### src/rtl/capture_sequencer.sv
// capture_sequencer: decodes host commands into capture-datapath strobes and
// maintains the polled response word for the logic-analyzer instrument.
module capture_sequencer #(
    parameter int          NUM_BUFS  = 4,
    parameter int          BUF_IDX_W = 2,
    parameter logic [31:0] ID_VALUE  = 32'h534C_0001
) (
    input  logic                 inclk,
    input  logic                 Reset_n,
    input  logic                 cmd_valid,
    input  logic [7:0]           cmd,
    input  logic [31:0]          wr_data,
    input  logic                 buf_full,
    output logic [31:0]          resp,
    output logic                 sys_clear,
    output logic                 fifo_init,
    output logic                 cfg_we,
    output logic [2:0]           cfg_addr,
    output logic [31:0]          cfg_data,
    output logic                 acq_en,
    output logic                 buf_next,
    output logic [BUF_IDX_W-1:0] buf_idx,
    output logic                 cmd_err
);
    typedef enum logic [2:0] {IDLE, ARMED, WAITING, FILL, DONE} state_t;
    state_t state, state_d;
    logic pend_full, pend_d;
    logic legal, accept, capturing, event_hit, last_buf;
    logic [31:0] resp_d, cfg_data_d;
    logic [2:0] cfg_addr_d;
    logic acq_d;
    logic [BUF_IDX_W-1:0] idx_d;
    logic clear_d, init_d, we_d, next_d, err_d;
    assign capturing = state == ARMED || state == FILL;
    assign last_buf  = buf_idx == BUF_IDX_W'(NUM_BUFS - 1);
    assign legal = cmd == 8'd0 || cmd == 8'd2 || cmd == 8'd6
                || (cmd == 8'd4 && state == WAITING)
                || (cmd == 8'd5 && (capturing || state == WAITING))
                || (state == IDLE && (cmd == 8'd1 || cmd == 8'd3 || (cmd >= 8'd7 && cmd <= 8'd14)));
    assign accept = cmd_valid && legal;
    // A pending or live buf_full only acts when no command claims the cycle.
    assign event_hit = !accept && capturing && (buf_full || pend_full);
    always_ff @(posedge inclk or negedge Reset_n) begin
        if (!Reset_n) begin
            state     <= IDLE;
            pend_full <= 1'b0;
            resp      <= '0;
            acq_en    <= 1'b0;
            buf_idx   <= '0;
            cfg_addr  <= '0;
            cfg_data  <= '0;
            sys_clear <= 1'b0;
            fifo_init <= 1'b0;
            cfg_we    <= 1'b0;
            buf_next  <= 1'b0;
            cmd_err   <= 1'b0;
        end else begin
            state     <= state_d;
            pend_full <= pend_d;
            resp      <= resp_d;
            acq_en    <= acq_d;
            buf_idx   <= idx_d;
            cfg_addr  <= cfg_addr_d;
            cfg_data  <= cfg_data_d;
            sys_clear <= clear_d;
            fifo_init <= init_d;
            cfg_we    <= we_d;
            buf_next  <= next_d;
            cmd_err   <= err_d;
        end
    end
    always_comb begin
        state_d = state;
        pend_d  = pend_full;
        if (accept) begin
            case (cmd)
                8'd0, 8'd2: state_d = IDLE;
                8'd3:       state_d = ARMED;
                8'd4:       state_d = last_buf ? DONE : FILL;
                8'd5:       state_d = DONE;
                default:    state_d = state;
            endcase
            // Only CMD_ID keeps the capture alive, so only it can defer a buf_full.
            pend_d = cmd == 8'd6 && (pend_full || (buf_full && capturing));
        end else if (event_hit) begin
            state_d = WAITING;
            pend_d  = 1'b0;
        end
    end
    always_comb begin
        resp_d     = resp;
        acq_d      = acq_en;
        idx_d      = buf_idx;
        cfg_addr_d = cfg_addr;
        cfg_data_d = cfg_data;
        clear_d    = accept && cmd == 8'd0;
        init_d     = accept && cmd == 8'd1;
        we_d       = accept && cmd >= 8'd7;
        next_d     = accept && cmd == 8'd4;
        err_d      = cmd_valid && !legal;
        if (accept) begin
            case (cmd)
                8'd0: begin
                    resp_d = '0;
                    acq_d  = 1'b0;
                    idx_d  = '0;
                end
                8'd1: resp_d = 32'd1;
                8'd2: begin
                    resp_d = 32'd2;
                    acq_d  = 1'b0;
                end
                8'd3: begin
                    resp_d = 32'd3;
                    acq_d  = 1'b1;
                    idx_d  = '0;
                end
                8'd4: begin
                    resp_d = last_buf ? 32'd6 : 32'd4;
                    acq_d  = !last_buf;
                    idx_d  = last_buf ? buf_idx : buf_idx + BUF_IDX_W'(1);
                end
                8'd5: begin
                    resp_d = 32'd6;
                    acq_d  = 1'b0;
                end
                8'd6: resp_d = ID_VALUE;
                default: begin
                    resp_d     = {24'd0, cmd};
                    cfg_addr_d = 3'(cmd - 8'd7);
                    cfg_data_d = wr_data;
                end
            endcase
        end else if (event_hit) begin
            resp_d = 32'd5;
        end
    end
endmodule

### config.mk
export PLATFORM = sky130hd
export DESIGN_NAME = capture_sequencer
export DESIGN_NICKNAME = d
export VERILOG_FILES = /design/src/rtl/capture_sequencer.sv
export SDC_FILE = /design/constraint.sdc
export NUM_CORES = 1
export LEC_CHECK = 0
export ABC_AREA = 0
export CORE_MARGIN = 1
export CORE_UTILIZATION = 46
export DETAILED_ROUTE_END_ITERATION = 8
export PLACE_DENSITY = 0.95
export SKIP_CTS_REPAIR_TIMING = 1
export SYNTH_ARGS = -nofsm -noshare
export SYNTH_HDL_FRONTEND = slang
export SYNTH_SLANG_ARGS = --single-unit
### constraint.sdc
create_clock -name inclk -period 3.2 [get_ports inclk]
set_clock_uncertainty 0.05 [all_clocks]
set_input_delay 0.8 -clock inclk [delete_from_list [all_inputs] [get_ports inclk]]
set_output_delay 0.8 -clock inclk [all_outputs]
set_load 0.005 [all_outputs]
==> run_results.csv, run 1 <==
group,metric,value,unit
timing,setup_viol,0,
global_routing,grt_max_degree,24,
logic_synthesis,ys_ff_latch,56,
clock_tree,tritoncts,"built",
clock_tree,cts_root_buf,"clkbuf_8",
global_routing,grt_use_met3,0.0375,
critical_path,timing.rr.start,"state[0]",
logic_synthesis,synth-main-ff-cell,"dfrtp_1",
critical_path,cp.arrival,3060,ps
placed_design,placement.io_buffers,101,
timing,slew_headroom,0.645,
logic_synthesis,syn_inst,226,
drt,post_drt_wl_per_cell,15.3,um
drt,vias,2103,
finish,syn_to_final_growth,44.8,%
logic_synthesis,yosys.area.top_type,"dfrtp_1",
clock_tree,cts_buffers,5,
pwr,ir_drop,268,uV
critical_path,cp-startpoint,"cmd[1]",
critical_path,critPathKind,"primary input to register",
global_routing,grtUsageTotal,0.211,
clock_tree,clk_path_buf_depth,2,
critical_path,worstPathRequired,3340,ps
timing,finalCritPeriodShare,0.911,
drt,route.detailed.vias_per_inst,5.02,
logic_synthesis,synth_top_area_share,0.495,
critical_path,cp_max_fo,18,
timing,rsz0062_at_grt,"false",
pwr,seqPwrFrac,0.471,
run_status,status,"completed",
finish,diodes,0,
finish,final_net_count,392,
critical_path,cp.depth,9,
timing,fin_crit,2920,ps
timing,finalSetupTns,0,ps
timing,slew_viol_final,0,
critical_path,slowest_delay,520,ps
global_routing,globalRouteMet1Util,0.269,
critical_path,path_delay_family,"buffers and inverters",
floorplan,start_util,0.478,
critical_path,cp_cell_sequence,"clkdlybuf4s50_1 -> inv_1 -> ha_1 -> nor2b_4 -> o311a_1 -> and3_1 -> o22ai_4 -> buf_12 -> mux2_2",
pwr,switchingPower,0.443,mW
logic_synthesis,async_reset_ff_frac,1.00,
finish,fill_cells,431,
critical_path,worst_setup_path_end_kind,"register",
global_routing,top_usage_layer,"met2",
critical_path,ff2ff_path_depth,6,
floorplan,dieArea,6480,um^2
drt,postRouteAntennaNets,0,
timing,finalHoldViolations,0,
drt,routed_wl,6400,um
drt,first_pass_iters,4,
clock_tree,clock_latency,290,ps
critical_path,critPathBufInv,3,
logic_synthesis,ys.warnings.count,0,
global_routing,grt_pass1_wl,10400,um
clock_tree,clk_pin_slew_worst_paths,100,ps
global_routing,antenna_found_initial,0,
floorplan,die_x,80.5,um
finish,drive_gt1_frac,0.233,
placed_design,dpl.hpwl,5030,um
logic_synthesis,syn_area_per_cell,12.5,um^2
floorplan,row_count,28,
logic_synthesis,synth.area.top_cells,"dfrtp_1 49%, mux2_4 16%, buf_4 6.1%, mux2_2 2.8%, ha_1 2.2%",
pwr,intPower,1.43,mW
drt,drcViolationCount,0,
clock_tree,h-tree-depth,2,
pwr,leakage,2.01,nW
finish,fin_util,0.693,
pwr,power.density,455,nW/um^2
job,maxCapViolCount,0,
pwr,p_clk_frac,0.253,
logic_synthesis,synthesis.area,2830,um^2
critical_path,crit_slowest_cell,"clkdlybuf4s50_1",
pwr,comb_power_share,0.276,
pwr,sw_frac_of_total,0.237,
global_routing,grt_pass1_vias,2109,
placed_design,dp_cells,411,
timing,timing.fmax,343,MHz
global_routing,grt_overflow,0,
logic_synthesis,ys_seq_area_frac,0.495,
floorplan,coreArea,5920,um^2
finish,layoutNonFillerInstCount,419,
placed_design,routabilityCongestion,0.927,
logic_synthesis,synth_cell_types,48,
critical_path,critPathLaunchType,"primary input",
global_routing,use_met2,0.373,
min_path,hold_path.class,"primary input to asynchronous set/reset pin",
timing,max_slew.worst_pin.slew,528,ps
clock_tree,cts.sinks,56,
floorplan,die_h,80.5,um
logic_synthesis,synth_edf_count,0,
floorplan,ioPinCount,119,
drt,drt_iter0_drc,86,
-- layer usage --
layer	vias to the layer above	part of all wire
met2	88	0.51
li1	984	-
met4	0	0.0075
met1	1024	0.43
met5	-	0
met3	7	0.059
-- layout make-up --
cell class / count / area (um^2) / share of cell area
sequential: 56 / 1400 / 0.342
timing repair buffer: 127 / 1240 / 0.302
multi-input combinational: 146 / 1220 / 0.298
tap: 75 / 93.8 / 0.0229
clock buffer: 6 / 82.6 / 0.0201
clock inverter: 2 / 38.8 / 0.00945
inverter: 7 / 26.3 / 0.00640
-- registers in the layout, summed over array words and instances, names as in the netlist --
name and count:
cfg_data 32, buf_idx 2, state 3, fifo_init 1, sys_clear 1, pend_full 1
resp 9, buf_next 1, cfg_we 1, acq_en 1, cfg_addr 3, cmd_err 1
-- cell families (layout without fill, tap and decap cells) --
| kind of cell | count (synthesis) | after routing | share of synthesized area |
|---|---|---|---|
| AO/OA/AOI/OAI | 29 | 29 | 0.0782 |
| buffers and inverters | 40 | 142 | 0.0954 |
| multiplexers | 43 | 43 | 0.208 |
| flip-flops | 56 | 56 | 0.495 |
| AND/OR/NAND/NOR | 51 | 51 | 0.0972 |
| adder cells (fa/ha/maj) | 5 | 5 | 0.0221 |
| other | 1 | 17 | 0.00132 |
| XOR/XNOR | 1 | 1 | 0.00309 |
-- power groups by stage --
stage | sequential (mW) | combinational, mW | clock [mW]
2_1_floorplan | 0.892 | 0.206 | 0
3_3_place_gp | 0.886 | 0.505 | 0
3_5_place_dp | 0.893 | 0.517 | 0
4_1_cts | 0.880 | 0.521 | 0.486
5_1_grt | 0.892 | 0.562 | 0.522
6_report | 0.880 | 0.516 | 0.472
-- synthesized netlist by cell type (3+ instances only) --
master	number
buf_6	4
mux2i_1	6
nor2b_1	4
mux2_2	7
a21oi_1	9
and3_1	6
mux2_4	30
buf_4	23
dfrtp_1	56
nor2_1	9
nand2_1	11
buf_2	3
nor3_1	6
ha_1	5
inv_1	7
-- final timing paths --
kind	to	slack (ps)
max in group asynchronous	state[0]	2170
min reg2reg	cfg_addr[1]	460
max reg2reg	cfg_data[6]	1230
min in group inclk	cfg_addr[1]	460
min	cfg_addr[0]	330
max	cfg_data[24]	280
-- cells in the final DEF, fill, tap and decap left out, types with 2 or more instances in the layout --
cell,count
buf_12,3
nor2_1,9
nand2_1,11
inv_1,7
clkbuf_8,6
a21oi_1,9
nand3_1,2
conb_1,17
clkdlybuf4s50_1,100
buf_4,23
mux2_2,7
and2_1,2
mux2_4,30
and3_1,6
a22o_1,2
o21ai_0,2
o31ai_1,2
ha_1,5
dfrtp_1,56
nor2_2,2
nor2b_1,4
nor3_1,6
mux2i_1,6
-- per-stage QoR --
step / setup WS, ps / area (um^2) / hold slack [ps] / power [mW]
floorplan: 392 / 2890 / 451 / 1.10
global placement: 22.4 / 3980 / 440 / 1.39
detailed placement: -36.7 / 3980 / 446 / 1.41
CTS: 286 / 4100 / 330 / 1.89
global route: 188 / 4100 / 333 / 1.98
finish: 285 / 4100 / 331 / 1.87
Power figures use the tool's default switching activity.
==> inputs of run 2 (changes only) <==
- CTS_CLUSTER_DIAMETER: unset -> 50
==> results of run 2 <==
Final layout, timing and power as in run 1 (identical DEF).
==> inputs of run 3 (changes only) <==
- CORE_UTILIZATION: 46 -> 68
- DONT_BUFFER_PORTS: unset -> 1
- PLACE_DENSITY: 0.95 -> 0.94
==> run 3 against run 2 <==
Sequential power increased by 2.6%. Worst hold slack worse by 190 ps. Die area shrank 32%. Clock power down 8.9%. Critical path depth fell by 1. Combinational power fell by 59%. Largest cell class unchanged. Total power shrank 17%.
==> run_results.csv, run 3 (synthesis results as in run 1) <==
group,metric,value,unit
run_status,status,"completed",
clock_tree,clock_latency,300,ps
drt,route.detailed.vias_per_inst,6.13,
critical_path,crit_slowest_cell,"mux2_2",
global_routing,grt_pass1_vias,1481,
finish,reg_top3,"cfg_data x32, resp x9",
floorplan,dieArea,4430,um^2
global_routing,antenna_found_initial,0,
critical_path,crit_end,"cfg_data[25]",
drt,drcViolationCount,0,
finish,diodes,0,
placed_design,placement.io_buffers,0,
finish,top_register,"cfg_data",
finish,syn_to_final_growth,0.442,%
drt,drt_iter0_drc,94,
critical_path,critPathKind,"primary input to register",
finish,drive_gt1_frac,0.248,
floorplan,start_util,0.708,
drt,routed_wl,4980,um
critical_path,cp_cell_sequence,"inv_1 -> ha_1 -> nor2b_4 -> o311a_1 -> and3_1 -> o22ai_4 -> buf_12 -> mux2_2",
timing,setup_viol,0,
drt,post_drt_wl_per_cell,18.6,um
floorplan,row_count,23,
pwr,power.density,544,nW/um^2
global_routing,grt_overflow,0,
pwr,ir_drop,323,uV
timing,rsz0062_at_grt,"false",
critical_path,reg2reg_to,"cfg_data[18]",
drt,vias,1643,
drt,first_pass_iters,4,
placed_design,dpl.hpwl,3510,um
global_routing,grt_pass1_wl,7250,um
timing,finalSetupTns,0,ps
critical_path,slowest_delay,370,ps
floorplan,ioPinCount,119,
placed_design,routabilityCongestion,0.931,
min_path,hold_path.class,"primary input to asynchronous set/reset pin",
timing,finalHoldViolations,0,
timing,timing.fmax,379,MHz
critical_path,cp.depth,8,
critical_path,regToRegSetupSlack,1010,ps
pwr,p_total,1.55,mW
critical_path,timing.rr.start,"state[0]",
critical_path,critPathBufInv,2,
placed_design,postPlaceCellArea,2750,um^2
critical_path,critPathLaunchType,"primary input",
finish,finalInstanceArea,2850,um^2
finish,final_net_count,268,
critical_path,worst_setup_path_end_kind,"register",
floorplan,coreArea,4000,um^2
critical_path,ff2ff_path_depth,6,
critical_path,cp-startpoint,"cmd[1]",
global_routing,grt_max_degree,57,
placed_design,dp_cells,262,
clock_tree,cts.sinks,56,
floorplan,die_h,66.5,um
clock_tree,clk_path_buf_depth,2,
critical_path,worstPathRequired,3340,ps
finish,fill_cells,277,
critical_path,cp.arrival,2780,ps
clock_tree,tritoncts,"built",
finish,layoutNonFillerInstCount,268,
clock_tree,clk_pin_slew_worst_paths,90,ps
drt,postRouteAntennaNets,0,
finish,largest_register_ffs,32,
floorplan,die_x,66.5,um
timing,fin_crit,2640,ps
critical_path,cp_max_fo,35,
global_routing,grtUsageTotal,0.227,
timing,slew_viol_final,0,
job,maxCapViolCount,0,
finish,layout_commonest_cell,"dfrtp_1",
finish,final_cell_mix,"56 x dfrtp_1, 30 x mux2_4, 17 x conb_1",
clock_tree,h-tree-depth,2,
critical_path,path_delay_family,"compound AO/OA/AOI/OAI gates",
pwr,leakage,1.50,nW
clock_tree,cts_buffers,5,
finish,fin_util,0.711,
timing,finalCritPeriodShare,0.825,
clock_tree,cts_root_buf,"clkbuf_8",
==> run 3: cell types whose count changed in the layout (fill, tap and decap cells not counted) <==
| cell | previous run | this run |
|---|---|---|
| buf_12 | 3 | 1 |
| clkbuf_8 | 6 | 5 |
| buf_4 | 23 | 2 |
| clkdlybuf4s50_1 | 100 | 0 |
| buf_2 | 1 | 0 |
| clkinv_4 | 1 | 0 |
==> run 3: final cells by class <==
cell class                      instances  area (um^2)  area share
Clock inverter                          1         30.0      0.0106
Tap cell                               50         62.6      0.0220
Inverter                                7         26.3     0.00923
Clock buffer                            5         68.8      0.0242
Multi-Input combinational cell        146         1220       0.429
Sequential cell                        56         1400       0.493
Timing Repair Buffer                    3         35.0      0.0123
==> run 3: how the worst min path moves through the flow <==
stage / start / end / slack, ps / depth (start not counted)
3_3_place_gp: Reset_n / cfg_data[10] / 460 / 0
2_1_floorplan: Reset_n / acq_en / 450 / 0
4_1_cts: Reset_n / resp[1] / 130 / 0
3_5_place_dp: Reset_n / cfg_data[7] / 460 / 0
6_report: Reset_n / cmd_err / 140 / 0
5_1_grt: Reset_n / fifo_init / 120 / 0
==> run 3: stage by stage <==
| stage | hold WS, ps | worst slack [ps] |
|---|---|---|
| after global placement | 456 | 333 |
| final | 137 | 560 |
| after CTS | 129 | 577 |
| after global routing | 118 | 482 |
| after floorplan | 451 | 392 |
| after detailed placement | 455 | 256 |
==> run 3: routing by layer <==
layer / routed length (um) / GRT usage / vias to the layer above
met2: 2320 / 0.365 / 112
li1: - / - / 734
met1: 2100 / 0.299 / 788
met4: 61 / 0.0718 / 0
met5: 0 / 0 / -
met3: 494 / 0.0599 / 9
==> run 3: report_power, final <==
part | internal [mW] | total [mW] | switching, mW
Sequential | 0.815 | 0.903 | 0.0884
Clock | 0.225 | 0.430 | 0.205
Combinational | 0.136 | 0.214 | 0.0779
Total | 1.18 | 1.55 | 0.372
